`src/rtl/core_pkg.sv`:
```
// Shared types for the 5-stage core's hazard/forwarding logic: forward select codes,
// sequencer states and the destination scoreboard entry.
package core_pkg;

  localparam int REG_AW = 3;

  typedef enum logic [1:0] {
    FWD_RF  = 2'd0,
    FWD_ALU = 2'd1,
    FWD_MEM = 2'd2,
    FWD_WB  = 2'd3
  } fwd_sel_e;

  typedef enum logic [1:0] {
    RUN     = 2'd0,
    LDSTALL = 2'd1,
    MWAIT   = 2'd2,
    FLUSH   = 2'd3
  } hz_state_e;

  typedef struct packed {
    logic              valid;
    logic [REG_AW-1:0] rd;
    logic              wr;
    logic              load;
  } sb_entry_t;

  // A slot can supply a source only if it really writes that register; R0 is hardwired zero.
  function automatic logic sb_hit(input sb_entry_t e, input logic [REG_AW-1:0] src,
                                  input logic uses);
    return e.valid && e.wr && (e.rd == src) && (src != '0) && uses;
  endfunction

endpackage

```
`src/rtl/hazard_forward_ctrl_fwd_select.sv`:
```
// One operand's forward select: youngest matching scoreboard slot wins.
// Also flags a hit on the EX slot when that slot is a load (load-use hazard).
module fwd_select
  import core_pkg::*;
(
  input  sb_entry_t         ex_e,
  input  sb_entry_t         mem_e,
  input  sb_entry_t         wb_e,
  input  logic [REG_AW-1:0] src,
  input  logic              uses,
  output fwd_sel_e          sel,
  output logic              ex_load_hit
);

  logic hit_ex, hit_mem, hit_wb;

  always_comb begin
    hit_ex  = sb_hit(ex_e, src, uses);
    hit_mem = sb_hit(mem_e, src, uses);
    hit_wb  = sb_hit(wb_e, src, uses);
    sel     = FWD_RF;
    if (hit_ex)       sel = FWD_ALU;
    else if (hit_mem) sel = FWD_MEM;
    else if (hit_wb)  sel = FWD_WB;
  end

  assign ex_load_hit = hit_ex & ex_e.load;

endmodule

```
`src/rtl/hazard_forward_ctrl.sv`:
```
// Pipeline sequencer: EX/MEM/WB destination scoreboard, operand forward selects,
// load-use stall, memory-wait freeze and post-redirect fetch flush.
module hazard_forward_ctrl
  import core_pkg::*;
#(
  parameter int FLUSH_CYCLES = 1,
  parameter int CNT_W        = 16
) (
  input  logic              clk,
  input  logic              rst_n,
  input  logic              id_valid,
  input  logic [REG_AW-1:0] id_ra,
  input  logic [REG_AW-1:0] id_rb,
  input  logic              id_uses_a,
  input  logic              id_uses_b,
  input  logic [REG_AW-1:0] id_rd,
  input  logic              id_reg_write,
  input  logic              id_is_load,
  input  logic              id_redirect,
  input  logic              mem_busy,
  output logic [1:0]        forward_a,
  output logic [1:0]        forward_b,
  output logic              stall,
  output logic              bubble_ex,
  output logic              flush_if,
  output logic [CNT_W-1:0]  stall_count
);

  localparam int FC_W = 2;

  // Slot 0 = EX, 1 = MEM, 2 = WB.
  sb_entry_t [2:0]        sb_q, sb_d;
  hz_state_e              state_q, state_d;
  logic [FC_W-1:0]        fcnt_q, fcnt_d;
  logic [CNT_W-1:0]       stall_count_q, stall_count_d;

  logic [1:0][REG_AW-1:0] src;
  logic [1:0]             uses;
  logic [1:0]             ld_hit;
  fwd_sel_e               sel [2];
  logic                   load_use;
  logic                   stall_c, bubble_c, flush_c;

  assign src  = {id_rb, id_ra};
  assign uses = {id_uses_b, id_uses_a};

  for (genvar g = 0; g < 2; g++) begin : g_op
    fwd_select u_fwd (
      .ex_e        (sb_q[0]),
      .mem_e       (sb_q[1]),
      .wb_e        (sb_q[2]),
      .src         (src[g]),
      .uses        (uses[g]),
      .sel         (sel[g]),
      .ex_load_hit (ld_hit[g])
    );
  end

  assign forward_a = sel[0];
  assign forward_b = sel[1];
  assign load_use  = |ld_hit;

  // RUN, LDSTALL and MWAIT share one decision: the cycle mem_busy drops the decode slot
  // advances, so its load-use and redirect must be handled exactly as in RUN. The state
  // label still records why the previous cycle stalled. A redirect on the retried decode
  // after a load-use stall is therefore honoured from LDSTALL.
  always_comb begin
    state_d  = state_q;
    fcnt_d   = fcnt_q;
    stall_c  = 1'b0;
    bubble_c = 1'b0;
    flush_c  = 1'b0;
    unique case (state_q)
      FLUSH: begin
        flush_c = 1'b1;
        stall_c = mem_busy;
        if (!mem_busy) begin
          if (fcnt_q == FC_W'(FLUSH_CYCLES - 1)) begin
            state_d = RUN;
            fcnt_d  = '0;
          end else begin
            fcnt_d = fcnt_q + 1'b1;
          end
        end
      end
      default: begin
        if (mem_busy) begin
          stall_c = 1'b1;
          state_d = MWAIT;
        end else if (load_use) begin
          stall_c  = 1'b1;
          bubble_c = 1'b1;
          state_d  = LDSTALL;
        end else if (id_valid && id_redirect) begin
          state_d = FLUSH;
          fcnt_d  = '0;
        end else begin
          state_d = RUN;
        end
      end
    endcase
  end

  // Outputs are forced low while reset is asserted, even if mem_busy is high.
  assign stall     = stall_c & rst_n;
  assign bubble_ex = bubble_c & rst_n;
  assign flush_if  = flush_c & rst_n;

  always_comb begin
    sb_d = sb_q;
    if (!mem_busy) begin
      sb_d[2]       = sb_q[1];
      sb_d[1]       = sb_q[0];
      sb_d[0].valid = id_valid & ~bubble_c;
      sb_d[0].rd    = id_rd;
      sb_d[0].wr    = id_reg_write;
      sb_d[0].load  = id_is_load;
    end
  end

  always_comb begin
    stall_count_d = stall_count_q;
    if (stall && !(&stall_count_q)) stall_count_d = stall_count_q + 1'b1;
  end

  assign stall_count = stall_count_q;

  always_ff @(posedge clk or negedge rst_n) begin
    if (!rst_n) begin
      sb_q          <= '0;
      state_q       <= RUN;
      fcnt_q        <= '0;
      stall_count_q <= '0;
    end else begin
      sb_q          <= sb_d;
      state_q       <= state_d;
      fcnt_q        <= fcnt_d;
      stall_count_q <= stall_count_d;
    end
  end

endmodule

```
`config.mk`:
```
export PLATFORM = sky130hd
export DESIGN_NAME = hazard_forward_ctrl
export DESIGN_NICKNAME = d
export VERILOG_FILES = /design/src/rtl/core_pkg.sv /design/src/rtl/hazard_forward_ctrl_fwd_select.sv /design/src/rtl/hazard_forward_ctrl.sv
export SDC_FILE = /design/constraint.sdc
export NUM_CORES = 1
export LEC_CHECK = 0
export CORE_UTILIZATION = 52
export DETAILED_ROUTE_END_ITERATION = 12
export PLACE_DENSITY = 0.8
export SYNTH_ARGS = -nofsm -noshare
export SYNTH_HDL_FRONTEND = slang
export SYNTH_SLANG_ARGS = --single-unit
export TNS_END_PERCENT = 1
```
`constraint.sdc`:
```
create_clock -name clk -period 3.1 [get_ports clk]
set_clock_uncertainty 0.05 [all_clocks]
set_input_delay 0.31 -clock clk [delete_from_list [all_inputs] [get_ports clk]]
set_output_delay 0.31 -clock clk [all_outputs]
set_load 0.05 [all_outputs]
```
## Yosys cells after proc, flatten, opt, wreduce, memory -nomap -nowiden

Cells that the tools add are included.

| storage, ports and cells | value |
|---|---|
| register bits | 36 |
| latch bits | 0 |
| RAM bits | 0 |
| ROM bits | 0 |
| input port bits | 18 |
| output and inout bits | 23 |
| logic and storage cells | 89 |
| memories | 0 |

| cells by class | value |
|---|---|
| $add $sub $neg | 2 |
| multipliers | 0 |
| divide/modulo/power cells | 0 |
| $lt $le $gt $ge | 0 |
| equal/unequal tests | 10 |
| shift operators | 0 |
| muxes and demuxes | 24 |
| bitwise gates (word level) | 8 |
| reduce and logical (&&, ||, !) cells | 32 |

Operator list:

| kind | count |
|---|---|
| $mux W2 | 18 |
| $logic_and A1 B1 Y1 | 23 |
| $eq A3 B3 Y1 | 6 |
| $add A16 B1 Y16 const B | 1 |
| $reduce_and A16 Y1 | 1 |
| $and A1 B1 Y1 | 6 |
| $mux W1 | 6 |
| $reduce_bool A3 Y1 | 2 |
| $ne A2 B2 Y1 const B | 2 |
| $reduce_and A3 Y1 | 1 |
| $add A2 B1 Y2 const B | 1 |
| $eq A2 B2 Y1 const B | 1 |
| $logic_not A2 Y1 | 1 |
| $ne A2 B1 Y1 const B | 1 |
| $not A1 Y1 | 2 |
| $reduce_and A2 Y1 | 1 |
| $reduce_bool A2 Y1 | 1 |
| $reduce_or A2 Y1 | 1 |
| $logic_not A1 Y1 | 1 |

## Depth between registers and ports, before layout

| depth | value |
|---|---|
| word-level depth | 11 |
| mapped depth | 7 |
| gate-level depth less buffers | 6 |

## Modules after synthesis

A second synthesis with hierarchy kept.

| second synthesis, totals | value |
|---|---|
| cell total of the unflattened synthesis | 183 |
| area, all modules | 2167.1 sq um |

Modules (own cells, without submodules):

| module | times used | cells an instance | area an instance (sq um) | sequential area each (sq um) |
|---|---|---|---|---|
| hazard_forward_ctrl | 1 | 143 | 1851.8 | 950.9 |
| fwd_select | 2 | 20 | 157.7 | 0.0 |

## Worst setup path before layout

No wires, ideal clock.

| path | value |
|---|---|
| path type | register to register |
| start point | register stall_count_q[0] (netlist: stall_count[0]) |
| end point | register stall_count_q[1] (netlist: stall_count[1]) |
| library setup time | 0.125 ns |
| arrival | 2.490 ns |
| data required time | 2.925 ns |
| setup slack | 0.435 ns |
| stages on the path, launching flop included | 7 |
| buffers on the path | 0 |
| period minus slack after synthesis | 2.665 ns |
| cells stage by stage | dfrtp_1 > ha_1 > and3_2 > nand4_1 > o31ai_1 > or2_4 > mux2_4 |

| between the ends | value |
|---|---|
| longest elaborated chain between the ends | 3 |
| elaborated cells on any way between the ends | 4 |
| classes of those cells | add/sub: 1; reduce/logical: 3 |

RTL lines:

| element | line | source |
|---|---|---|
| start, declared | hazard_forward_ctrl.sv:35 | `logic [CNT_W-1:0] stall_count_q, stall_count_d;` |
| start signal, assigned | hazard_forward_ctrl.sv:138 | `stall_count_q <= stall_count_d;` |
| parallel branches: the longest is 3 deep, another holds $add A16 B1 Y16 | n/a |  |

Parallel ways; which one is timed is not known.
A chain may end at the register's enable or synchronous reset.

## Worst setup path in the final report

| path | value |
|---|---|
| start point | input port id_rb[2] |
| end point | output port forward_b[1] |

| between the ends | value |
|---|---|
| longest elaborated chain between the ends | 7 |
| elaborated cells on any way between the ends | 16 |
| classes of those cells | eq/ne: 3; mux: 3; reduce/logical: 10 |

RTL lines:

| element | line | source |
|---|---|---|
| start, declared | hazard_forward_ctrl.sv:13 | `input logic [REG_AW-1:0] id_rb,` |
| $eq A3 B3 Y1 | core_pkg.sv:31 | `return e.valid && e.wr && (e.rd == src) && (src != '0) && uses;` |
| $logic_and A1 B1 Y1 (3 in a row) | core_pkg.sv:31 |  |
| $mux W2 | hazard_forward_ctrl_fwd_select.sv:24 | `else if (hit_wb) sel = FWD_WB;` |
| $mux W2 | hazard_forward_ctrl_fwd_select.sv:23 | `else if (hit_mem) sel = FWD_MEM;` |
| $mux W2 * | hazard_forward_ctrl_fwd_select.sv:22 | `if (hit_ex) sel = FWD_ALU;` |
| end, declared | hazard_forward_ctrl.sv:22 | `output logic [1:0] forward_b,` |

Every way passes the cells marked *; elsewhere a longest branch is shown, timed or not.

==> flow_summary.json <==
{
  "status": "finished, final reports clean",
  "cp-start-kind": "input port",
  "wire_per_inst_um": 15.52,
  "final-setup-viol-count": 0,
  "irDropWorstVdd_mv": 0.5352,
  "synthTopCellsByArea": "dfrtp_1 43%, mux2_2 8.0%, xor2_1 7.5%",
  "slowest_stage": "clkdlybuf4s50_1",
  "p_comb_share_pct": 34.0,
  "holdWs_ps": 89.57,
  "maxCapViolCount": 0,
  "grt_max_degree": 40,
  "critPathArrivalTime_ps": 2530,
  "cts.sinks": 36,
  "fin_crit_ps": 2889,
  "synthDistinctLibCells": 48,
  "core-area_um2": 3771,
  "rsz0062_at_grt": "false",
  "hold_viol": 0,
  "htreeDepth": 2,
  "synth.top_cell.area_share_pct": 42.70,
  "fin_cells": 288,
  "fmax_mhz": 346.2,
  "required_ps": 2740,
  "synth_warnings": 0,
  "wl_mm": 4.469,
  "netlist_area_um2": 2110,
  "holdBufCountCts": 0,
  "crit_family": "buffers and inverters",
  "hp-class": "in2async",
  "io_buffers": 40,
  "layout_common_cells": "36 x dfrtp_1, 34 x clkdlybuf4s50_1, 18 x xor2_1, 15 x mux2_2, 14 x nand2_1",
  "grt_pass1_wl_mm": 7.314,
  "antenna_found_initial": 0,
  "die_h_um": 65.69,
  "grt_use_total_pct": 22.86,
  "post-place-ws_ps": 227.8,
  "cts_tree": "yes",
  "post-route-period-util_pct": 93.19,
  "ys.flop_type": "dfrtp_1",
  "place_area_um2": 2566,
  "fin_nets": 260,
  "power_mw": 1.534,
  "die_w_um": 65.69,
  "diodes": 0,
  "root_buffer": "clkbuf_8",
  "fill_cells": 318,
  "drcViolationCount": 0,
  "insertion_delay_ps": 290,
  "layout_commonest_cell": "dfrtp_1",
  "syn_nets": 213,
  "tns_ps": 0,
  "rows": 22,
  "cp_num_buf_inv": 2,
  "p_leak_nw": 1.137,
  "crit_path_end_kind": "output port",
  "p_switching_mw": 0.5753,
  "final_cell_area_um2": 2660,
  "internal_power_mw": 0.9582,
  "synth_top_area_cell": "dfrtp_1",
  "start_util_pct": 55.94,
  "dp.cells": 280,
  "synth_edf_count": 0,
  "synthArstFlopShare_pct": 100.0,
  "clockBufferDepth": 2,
  "drv_slew": 0,
  "p_seq_share_pct": 42.9,
  "area_growth_pct": 26.10,
  "drive_above_1_share_pct": 20.42,
  "critical-path-max-stage-delay_ps": 710,
  "vias_per_cell": 5.615,
  "yosysSeqAreaShare_pct": 42.70,
  "setup_slack_ps": 211.2,
  "crit_top_cell": "clkdlybuf4s50_1",
  "relSlewSlack_pct": 66.05,
  "crit_chain": "clkdlybuf4s50_1, xor2_1, nor4_1, nand2_1, a21boi_0, clkdlybuf4s50_1",
  "fin_util_pct": 70.54,
  "gp_congestion": 0.8502,
  "crit_type": "in2out",
  "synthCells": 192,
  "p_per_area_nw_per_um2": 576.5,
  "ios": 41,
  "hpwlAfterDp_mm": 3.187,
  "max_slew.worst_pin.slew_ps": 507.7,
  "ys_ff_latch": 36,
  "gr-total-overflow": 0,
  "drt_first_pass_iters": 6,
  "cts_resized": 0,
  "switching_share_pct": 37.52,
  "die_area_um2": 4315,
  "syn_avg_cell_area_um2": 10.99,
  "clkPwrFrac_pct": 23.0,
  "clkTransAtPathRegs_ps": 70,
  "vias": 1617,
  "first_global_vias": 1564,
  "antenna_left": 0,
  "drt_iter0_drc": 84,
  "numCtsBuffers": 5,
  "path_max_fanout": 4,
  "post-cts-setup-buffers": 0
}
[path summary, 6_finish.rpt]
check | start | to | slack, ps | cells past startpoint
setup / recovery | id_rb[2] | forward_b[1] | 210 | 6
min in group clk | stall_count[5] | stall_count[5] | 440 | 1
hold / removal | rst_n | sb_q[15] | 90 | 2
hold reg to reg | stall_count[5] | stall_count[5] | 440 | 1
max in group asynchronous | rst_n | state_q[1] | 2580 | 2
setup reg to reg | sb_q[4] | stall_count[1] | 720 | 6
[final cells by class]
cell class,instances,area (um2),area share (%)
Multi-Input combinational cell,143,1114,41.86
Clock inverter,1,7.507,0.2822
Tap cell,48,60.06,2.258
Clock buffer,7,86.33,3.246
Timing Repair Buffer,46,465.4,17.50
Inverter,7,26.28,0.9878
Sequential cell,36,900.9,33.87
[sequential cells by signal (all words and copies together) (netlist names)]
signal,cells
fcnt_q,2
sb_q,16
stall_count,16
state_q,2
[synthesized netlist by cell type (2+ instances only)]
cell type,n
a22oi_1,2
nor3_1,8
nor2_1,10
a21oi_1,3
and2_1,2
a21boi_0,2
nand3_1,5
nand4_1,7
nand2_1,14
clkbuf_1,3
xor2_1,18
inv_1,7
nor4_1,2
nor4_2,2
o31ai_1,2
ha_1,3
dfrtp_1,36
and3_1,3
and3_2,2
o21ai_0,5
nor3b_1,4
mux2_2,15
xnor2_1,12
[kinds of logic (layout without fill, tap and decap cells)]
logic type      after synthesis  after routing  share of synthesized area (%)
compound gates               26             26                          10.32
xor+xnor                     30             30                          12.46
fa+ha+maj                     3              3                          1.780
buf+inv                      13             61                          4.508
flops                        36             36                          42.70
mux                          16             16                          8.719
simple gates                 68             68                          19.51
[power by group through the flow]
| stage | clock, mW | combinational (mW) | sequential [mW] |
|---|---|---|---|
| floorplan | 0 | 0.219 | 0.785 |
| global placement | 0 | 0.511 | 0.660 |
| detailed placement | 0 | 0.522 | 0.662 |
| CTS | 0.358 | 0.526 | 0.657 |
| global route | 0.381 | 0.559 | 0.675 |
| finish | 0.353 | 0.522 | 0.658 |
[routing by layer]
metal / track usage, % / vias to the layer above / share of wire, %
li1: - / 781 / -
met5: 0 / - / 0
met2: 36.22 / 44 / 46
met1: 30.17 / 787 / 48
met4: 8.967 / 0 / 1.1
met3: 5.035 / 5 / 4.7
No activity file was read; power rests on OpenSTA's default activity.
